[config.mk]
export PLATFORM = sky130hd
export DESIGN_NAME = adcfifo_unpack
export DESIGN_NICKNAME = d
export VERILOG_FILES = /design/src/rtl/adcfifo_unpack.sv
export SDC_FILE = /design/constraint.sdc
export NUM_CORES = 1
export LEC_CHECK = 0
export ABC_AREA = 1
export CAP_MARGIN = 25
export CORE_UTILIZATION = 56
export CTS_CLUSTER_SIZE = 40
export DETAILED_ROUTE_END_ITERATION = 8
export GPL_TIMING_DRIVEN = 0
export PLACE_DENSITY = 0.89
export SYNTH_ARGS = -nofsm -noshare
export SYNTH_HDL_FRONTEND = slang
export SYNTH_SLANG_ARGS = --single-unit
[constraint.sdc]
create_clock -name clk_100mhz -period 2.2 [get_ports clk_100mhz]
set_input_delay 0.22 -clock clk_100mhz [delete_from_list [all_inputs] [get_ports clk_100mhz]]
set_output_delay 0.22 -clock clk_100mhz [all_outputs]
set_load 0.1 [all_outputs]
[src/rtl/adcfifo_unpack.sv]
// Reads 4-byte MSB-first words from an ADC FIFO and unpacks each into three
// 10-bit samples plus out-of-range/trigger flags, under a valid/ready handshake.
module adcfifo_unpack #(
    parameter int COUNT_W = 32
) (
    input  logic               clk_100mhz,
    input  logic               reset_n,
    input  logic               start_i,
    input  logic [COUNT_W-1:0] num_samples_i,
    input  logic               fifo_empty_i,
    input  logic [7:0]         fifo_data_i,
    output logic               fifo_rd_en_o,
    output logic [9:0]         sample_o,
    output logic               sample_or_o,
    output logic               sample_trig_o,
    output logic               sample_valid_o,
    input  logic               sample_ready_i,
    output logic               busy_o,
    output logic               done_o
);

    localparam logic [1:0] ST_IDLE  = 2'd0;
    localparam logic [1:0] ST_FETCH = 2'd1;
    localparam logic [1:0] ST_EMIT  = 2'd2;
    localparam logic [1:0] ST_DONE  = 2'd3;

    logic [1:0]         state_q, state_d;
    logic [COUNT_W-1:0] remaining_q, remaining_d;
    logic [2:0]         rd_cnt_q, rd_cnt_d;
    logic [2:0]         cap_cnt_q, cap_cnt_d;
    logic               rd_pend_q, rd_pend_d;
    logic [31:0]        word_q, word_d;
    logic [1:0]         idx_q, idx_d;
    logic               rd_en;

    // Read strobe is gated directly by the empty flag so it can never fire on an empty FIFO.
    assign rd_en = (state_q == ST_FETCH) && !fifo_empty_i && (rd_cnt_q < 3'd4);

    always_comb begin
        state_d     = state_q;
        remaining_d = remaining_q;
        rd_cnt_d    = rd_cnt_q;
        cap_cnt_d   = cap_cnt_q;
        rd_pend_d   = rd_pend_q;
        word_d      = word_q;
        idx_d       = idx_q;
        case (state_q)
            ST_IDLE: begin
                if (start_i) begin
                    if (num_samples_i != '0) begin
                        remaining_d = num_samples_i;
                        rd_cnt_d    = 3'd0;
                        cap_cnt_d   = 3'd0;
                        rd_pend_d   = 1'b0;
                        state_d     = ST_FETCH;
                    end else begin
                        state_d = ST_DONE;
                    end
                end
            end
            ST_FETCH: begin
                rd_pend_d = rd_en;
                if (rd_en) begin
                    rd_cnt_d = rd_cnt_q + 3'd1;
                end
                if (rd_pend_q) begin
                    word_d    = {word_q[23:0], fifo_data_i};
                    cap_cnt_d = cap_cnt_q + 3'd1;
                    if (cap_cnt_q == 3'd3) begin
                        state_d   = ST_EMIT;
                        idx_d     = 2'd0;
                        rd_cnt_d  = 3'd0;
                        cap_cnt_d = 3'd0;
                    end
                end
            end
            ST_EMIT: begin
                if (sample_ready_i) begin
                    remaining_d = remaining_q - COUNT_W'(1);
                    if (remaining_q == COUNT_W'(1)) begin
                        state_d = ST_DONE;
                    end else if (idx_q == 2'd2) begin
                        state_d = ST_FETCH;
                    end else begin
                        idx_d = idx_q + 2'd1;
                    end
                end
            end
            default: begin
                state_d = ST_IDLE;
            end
        endcase
    end

    always_ff @(posedge clk_100mhz or negedge reset_n) begin
        if (!reset_n) begin
            state_q     <= ST_IDLE;
            remaining_q <= '0;
            rd_cnt_q    <= 3'd0;
            cap_cnt_q   <= 3'd0;
            rd_pend_q   <= 1'b0;
            word_q      <= 32'd0;
            idx_q       <= 2'd0;
        end else begin
            state_q     <= state_d;
            remaining_q <= remaining_d;
            rd_cnt_q    <= rd_cnt_d;
            cap_cnt_q   <= cap_cnt_d;
            rd_pend_q   <= rd_pend_d;
            word_q      <= word_d;
            idx_q       <= idx_d;
        end
    end

    always_comb begin
        sample_o = 10'd0;
        if (state_q == ST_EMIT) begin
            case (idx_q)
                2'd0:    sample_o = word_q[9:0];
                2'd1:    sample_o = word_q[19:10];
                default: sample_o = word_q[29:20];
            endcase
        end
    end

    assign fifo_rd_en_o   = rd_en;
    assign sample_valid_o = (state_q == ST_EMIT);
    assign sample_or_o    = (state_q == ST_EMIT) && word_q[31];
    assign sample_trig_o  = (state_q == ST_EMIT) && word_q[30];
    assign busy_o         = (state_q == ST_FETCH) || (state_q == ST_EMIT);
    assign done_o         = (state_q == ST_DONE);

endmodule

==> Yosys cells after proc, flatten, opt, wreduce, memory -nomap -nowiden <==
Cells that the tools add are included.
{ "word_totals": {"ff_bits": 75, "latchBits": 0, "mem_bits_rw": 0, "mem_bits_ro": 0, "inputBits": 45, "out_inout_bits": 16, "word_cells": 77, "n_memories": 0} }
{ "classes": {"addsub": 4, "mul": 0, "div_mod_pow": 0, "magnitude_cmp": 1, "eq_ne": 15, "shifts": 0, "mux": 32, "n_bitwise": 0, "n_reduce_logical": 18} }
{ "op_table": {"columns": ["op", "count"], "rows": [
  ["2-to-1 mux 32 bit", 3],
  ["one-hot mux 32 bit (2 select lines)", 1],
  ["== test 32 x 1 -> 1 bit, second input constant", 1],
  ["nonzero test 32 bit", 1],
  ["subtractor 32 x 1 -> 32 bit, second input constant", 1],
  ["2-to-1 mux 2 bit", 12],
  ["2-to-1 mux 3 bit", 7],
  ["one-hot mux 10 bit (2 select lines)", 1],
  ["one-hot mux 3 bit (2 select lines)", 2],
  ["2-to-1 mux 10 bit", 1],
  ["!= test 2 bit, second input constant", 5],
  ["AND reduction 4 bit", 2],
  ["adder 3 x 1 -> 3 bit, second input constant", 2],
  ["== test 2 bit, second input constant", 3],
  ["one-hot mux 2 bit (3 select lines)", 1],
  ["AND reduction 6 bit", 1],
  ["nonzero test 2 bit", 3],
  ["AND reduction 5 bit", 1],
  ["== test 2 x 1 -> 1 bit, second input constant", 2],
  ["logical AND 1 bit", 4],
  ["zero test 2 bit", 2],
  ["!= test 2 x 1 -> 1 bit, second input constant", 2],
  ["one-hot mux 2 bit (2 select lines)", 1],
  ["== test 3 x 2 -> 1 bit, second input constant", 1],
  ["other kinds (9)", 10]
]} }

==> Logic depth before layout (Yosys ltp) <==
Gate-level depths: netlist (run 1).
{ "depth": {"ltp_word": 7, "ltp_mapped": 13, "depth_no_buf": 11} }

==> Worst setup path before layout (run 1) <==
Ideal clock, no wire load.
{ "synth_path": {"kind": "register -> output", "from": "register state_q[0]", "to": "output sample_o[0]", "arrival_ps": 3302, "t_required_ps": 1980, "path_slack_ps": -1322, "stages_incl_launch_ff": 9, "n_path_buf": 4, "path_cell_list": "dfrtp_1 inv_1 ha_1 buf_6 inv_2 buf_2 buf_2 buf_2 nor2_1"} }
{ "synth_via": {"elab_chain_cells": 2} }
{ "synth_rtl": {"columns": ["item", "line_no", "text"], "rows": [
  ["from (decl)", "27", "logic [1:0] state_q, state_d;"],
  ["from (signal assigned)", "105", "state_q <= state_d;"],
  ["== test 2 bit", null, null],
  ["net sample_valid_o", "16", "output logic sample_valid_o,"],
  ["2-to-1 mux 10 bit", "117", "if (state_q == ST_EMIT) begin"],
  ["to (decl)", "13", "output logic [9:0] sample_o,"]
]} }
The timed path passes the listed nets, and every way through them passes these cells.

==> Final worst setup path (run 1) <==
{ "layout_path": {"from": "register state_q[0]", "to": "output sample_o[9]"} }
{ "layout_via": {"elab_chain_cells": 2} }
{ "layout_rtl": {"columns": ["item", "line_no"], "rows": [
  ["== test 2 bit", "117"],
  ["2-to-1 mux 10 bit", "117"]
]} }
No other way between the ends.

==> results of run 1 <==
logic make-up after synthesis:
| kind of cell | after synthesis | synth area share |
|---|---|---|
| xor gates and xnor gates | 5 | 0.00918 |
| and+or+nand+nor | 403 | 0.359 |
| muxes | 5 | 0.0115 |
| AOI/OAI and AO/OA | 103 | 0.114 |
| adders and majority gates | 11 | 0.0289 |
| buffers and inverters | 95 | 0.0837 |
| DFF | 75 | 0.393 |
cells in the mapped netlist (4+ instances only):
| library cell | n |
|---|---|
| nand2_1 | 207 |
| nor2_1 | 115 |
| dfrtp_1 | 75 |
| inv_1 | 68 |
| o21ai_0 | 58 |
| nand3_1 | 45 |
| a21oi_1 | 23 |
| ha_1 | 11 |
| nor2_2 | 10 |
| o22ai_1 | 10 |
| clkbuf_1 | 8 |
| buf_2 | 7 |
| o21ai_1 | 6 |
| inv_2 | 4 |
| mux2_2 | 4 |
| nand4_1 | 4 |
| nor2_4 | 4 |
| or2_2 | 4 |
critical path, stage by stage (launching register included):
cell and delay [ns]:
dfrtp_1 0.43, inv_2 0.10, ha_4 0.14, buf_6 0.13, inv_4 0.08, buf_6 0.16, buf_12 0.16, nor2_4 0.10
buf_6 0.23
power breakdown:
part / total (uW) / leakage [uW] / switching (uW) / internal (uW)
Combinational: 4710 / 0.00173 / 3190 / 1510
Clock: 1020 / 0.0000886 / 592 / 427
Sequential: 2520 / 0.000944 / 522 / 2000
Total: 8250 / 0.00276 / 4310 / 3940
stage by stage:
| step | cell area [um^2] | TNS, ns |
|---|---|---|
| global route | 5850 | 0 |
| global placement | 5610 | -136.42 |
| detailed placement | 5620 | -7.42 |
| CTS | 5820 | 0 |
| finish | 5850 | 0 |
| floorplan | 4870 | 0 |
flip-flops by register name (all words and copies together) (netlist names):
| register | cells |
|---|---|
| cap_cnt_q | 3 |
| idx_q | 2 |
| rd_cnt_q | 3 |
| rd_pend_q | 1 |
| remaining_q | 32 |
| state_q | 2 |
| word_q | 32 |
repair_timing:
action / in CTS / in global routing
gates cloned: 0 / 0
endpoints found under the hold margin: 32 / 0
hold buffers: 1 / 0
endpoints found under the setup margin: 16 / 12
resized for setup: 96 / 8
cells in the final DEF (no fill, tap or decap), types with 2 or more instances in the layout:
cell               n
a21oi_1           23
nor3_1             2
dlygate4sd2_1      2
mux2_2             4
dfrtp_1           75
nor2_1           104
clkbuf_4           2
nand3b_1           2
xor2_1             2
clkdlybuf4s50_1   43
inv_4              3
nor2_2            10
o22ai_1            9
buf_4              5
inv_6              3
buf_12             2
nor2_4            15
nand3_1           45
clkbuf_8           9
clkinvlp_4         2
inv_1             67
o21ai_1            6
ha_1               9
clkbuf_1           8
o21ai_0           58
inv_2              4
nand2_1          207
nand4_1            4
or2_0              2
buf_2              4
buf_6             13
nand2_2            3
or2_2              4
xnor2_1            3
path summary, 6_finish.rpt:
kind                                  end  slack [ns]  cells after the start
min reg2reg                    word_q[19]        0.49                      2
max                           sample_o[9]        0.08                      8
min in group clk_100mhz         word_q[4]        0.43                      3
max in group asynchronous       word_q[7]        1.25                      3
min                        remaining_q[8]        0.34                      2
max reg2reg                remaining_q[3]        0.30                     12
layer usage:
| metal | global-route usage | up-vias | wire [um] | part of all wire |
|---|---|---|---|---|
| li1 | - | 2356 | - | - |
| met1 | 0.367 | 2267 | 5050 | 0.41 |
| met2 | 0.528 | 199 | 6140 | 0.49 |
| met3 | 0.0372 | 35 | 809 | 0.065 |
| met4 | 0.151 | 0 | 413 | 0.033 |
| met5 | 0 | - | 0 | 0 |
layout make-up:
class	instances	area share
well taps	105	0.0225
clock buffers	9	0.0212
repair buffers	62	0.109
plain buffers	20	0.0235
multi-input cells	527	0.444
inverters	74	0.0488
flip-flops and latches	75	0.321
clock inverters	7	0.00985
==> run metrics, run 1 <==
status=complete, no violations; CTS tree=yes; flops & latches, synth=75; post-CTS setup buffers=0; yosys warns=0; Distinct cells, synth=39; Rel. slew slack=0.369; Tot Pwr=8250 uW; Worst-Skew Late Latency=0.36 ns; Fin. Hold Viols=0; routability cong.=0.922; worst setup path start=state_q[0]; reg-to-reg startpoint=state_q[0]; Final Slew Violations=0; Max Cap Viol=0; Post-Syn Area=4770 um^2; crit end category=output port; Worst Setup Path Type=reg -> out; Syn Nets=753; overall global routing resource usage=0.303; DIE AREA=8890 um^2; clk slew on worst S/H paths=0.09 ns; type of origin of the critical path=flip-flop; CP required=1.98 ns; Yosys top cell by area=dfrtp_1; CP arrival=1.90 ns; register area share after synthesis=0.393; Area Growth Syn to Fin=22.6%; antenna-violating nets left=0; total grt overflow=0; Most used DFF post-synth=dfrtp_1; unrepaired setup endpoints after global routing=false; Hold Crit Class=in -> async; iteration count of the initial detailed-routing pass=5; Synth Instances=697; DR iter-0 viols=368; I/O Pins=61; share of cells above drive strength 1=0.123; first-pass GRT wire length=21000 um; minimum clock period=2.12 ns; H-tree levels=3; CP max FO=11; CTS root buf=clkbuf_8; diode count=0; final core utilization=0.711; fin nets=825; Clock Path Buffers=2; initial antenna violation count=0; Worst Skew=0.0113 ns; maximum VDD drop=0.000816 V; crit share post-route=0.963; top cells by area, synth=dfrtp_1 39%, nand2_1 16%, nor2_1 9.1%; I/O Buffers=60; multi-input logic area=2600 um^2; row cnt=33; vias in the first global route=4685; Avg Inst Size Synth=6.84 um^2; Seq. cell area=1880 um^2; FILL cells=649; worst slack at placement=-0.673 ns; DR vias=4857; Final setup violation count=0; LEAKAGE=0.00276 uW; Final WS setup=0.0810 ns; effective utilization at floorplan=0.580; worst slew pin tran=0.951 ns; drc violations=0; detailed placer's ending HPWL=9130 um; die height=94.3 um; post-DR vias/cell=5.53; CORE AREA=8220 um^2; drt wl/cell=14.1 um; final wirelength=12400 um; Horiz. Die Dim=94.3 um; Hold WS=0.336 ns; Layout Cells excl Fill=879; largest net degree at the start of global routing=44; PwrDens=1410 nW/um^2; DP Cell Count=863; FFs w/ async S/R, synth=1.00; CTS Buf Count=9; clock sink count=75; area share of the largest cell type after synthesis=0.393; f_max=472 MHz; number of synthesized flops with an enable pin=0
(Power assumes the default switching activity.)
==> run 2: changes to the inputs <==
CTS_BUF_LIST = sky130_fd_sc_hd__clkbuf_4 sky130_fd_sc_hd__clkbuf_8 sky130_fd_sc_hd__clkbuf_16   (was not set)
==> results of run 2 <==
No change in the layout: final DEF, timing and power equal those of run 1.
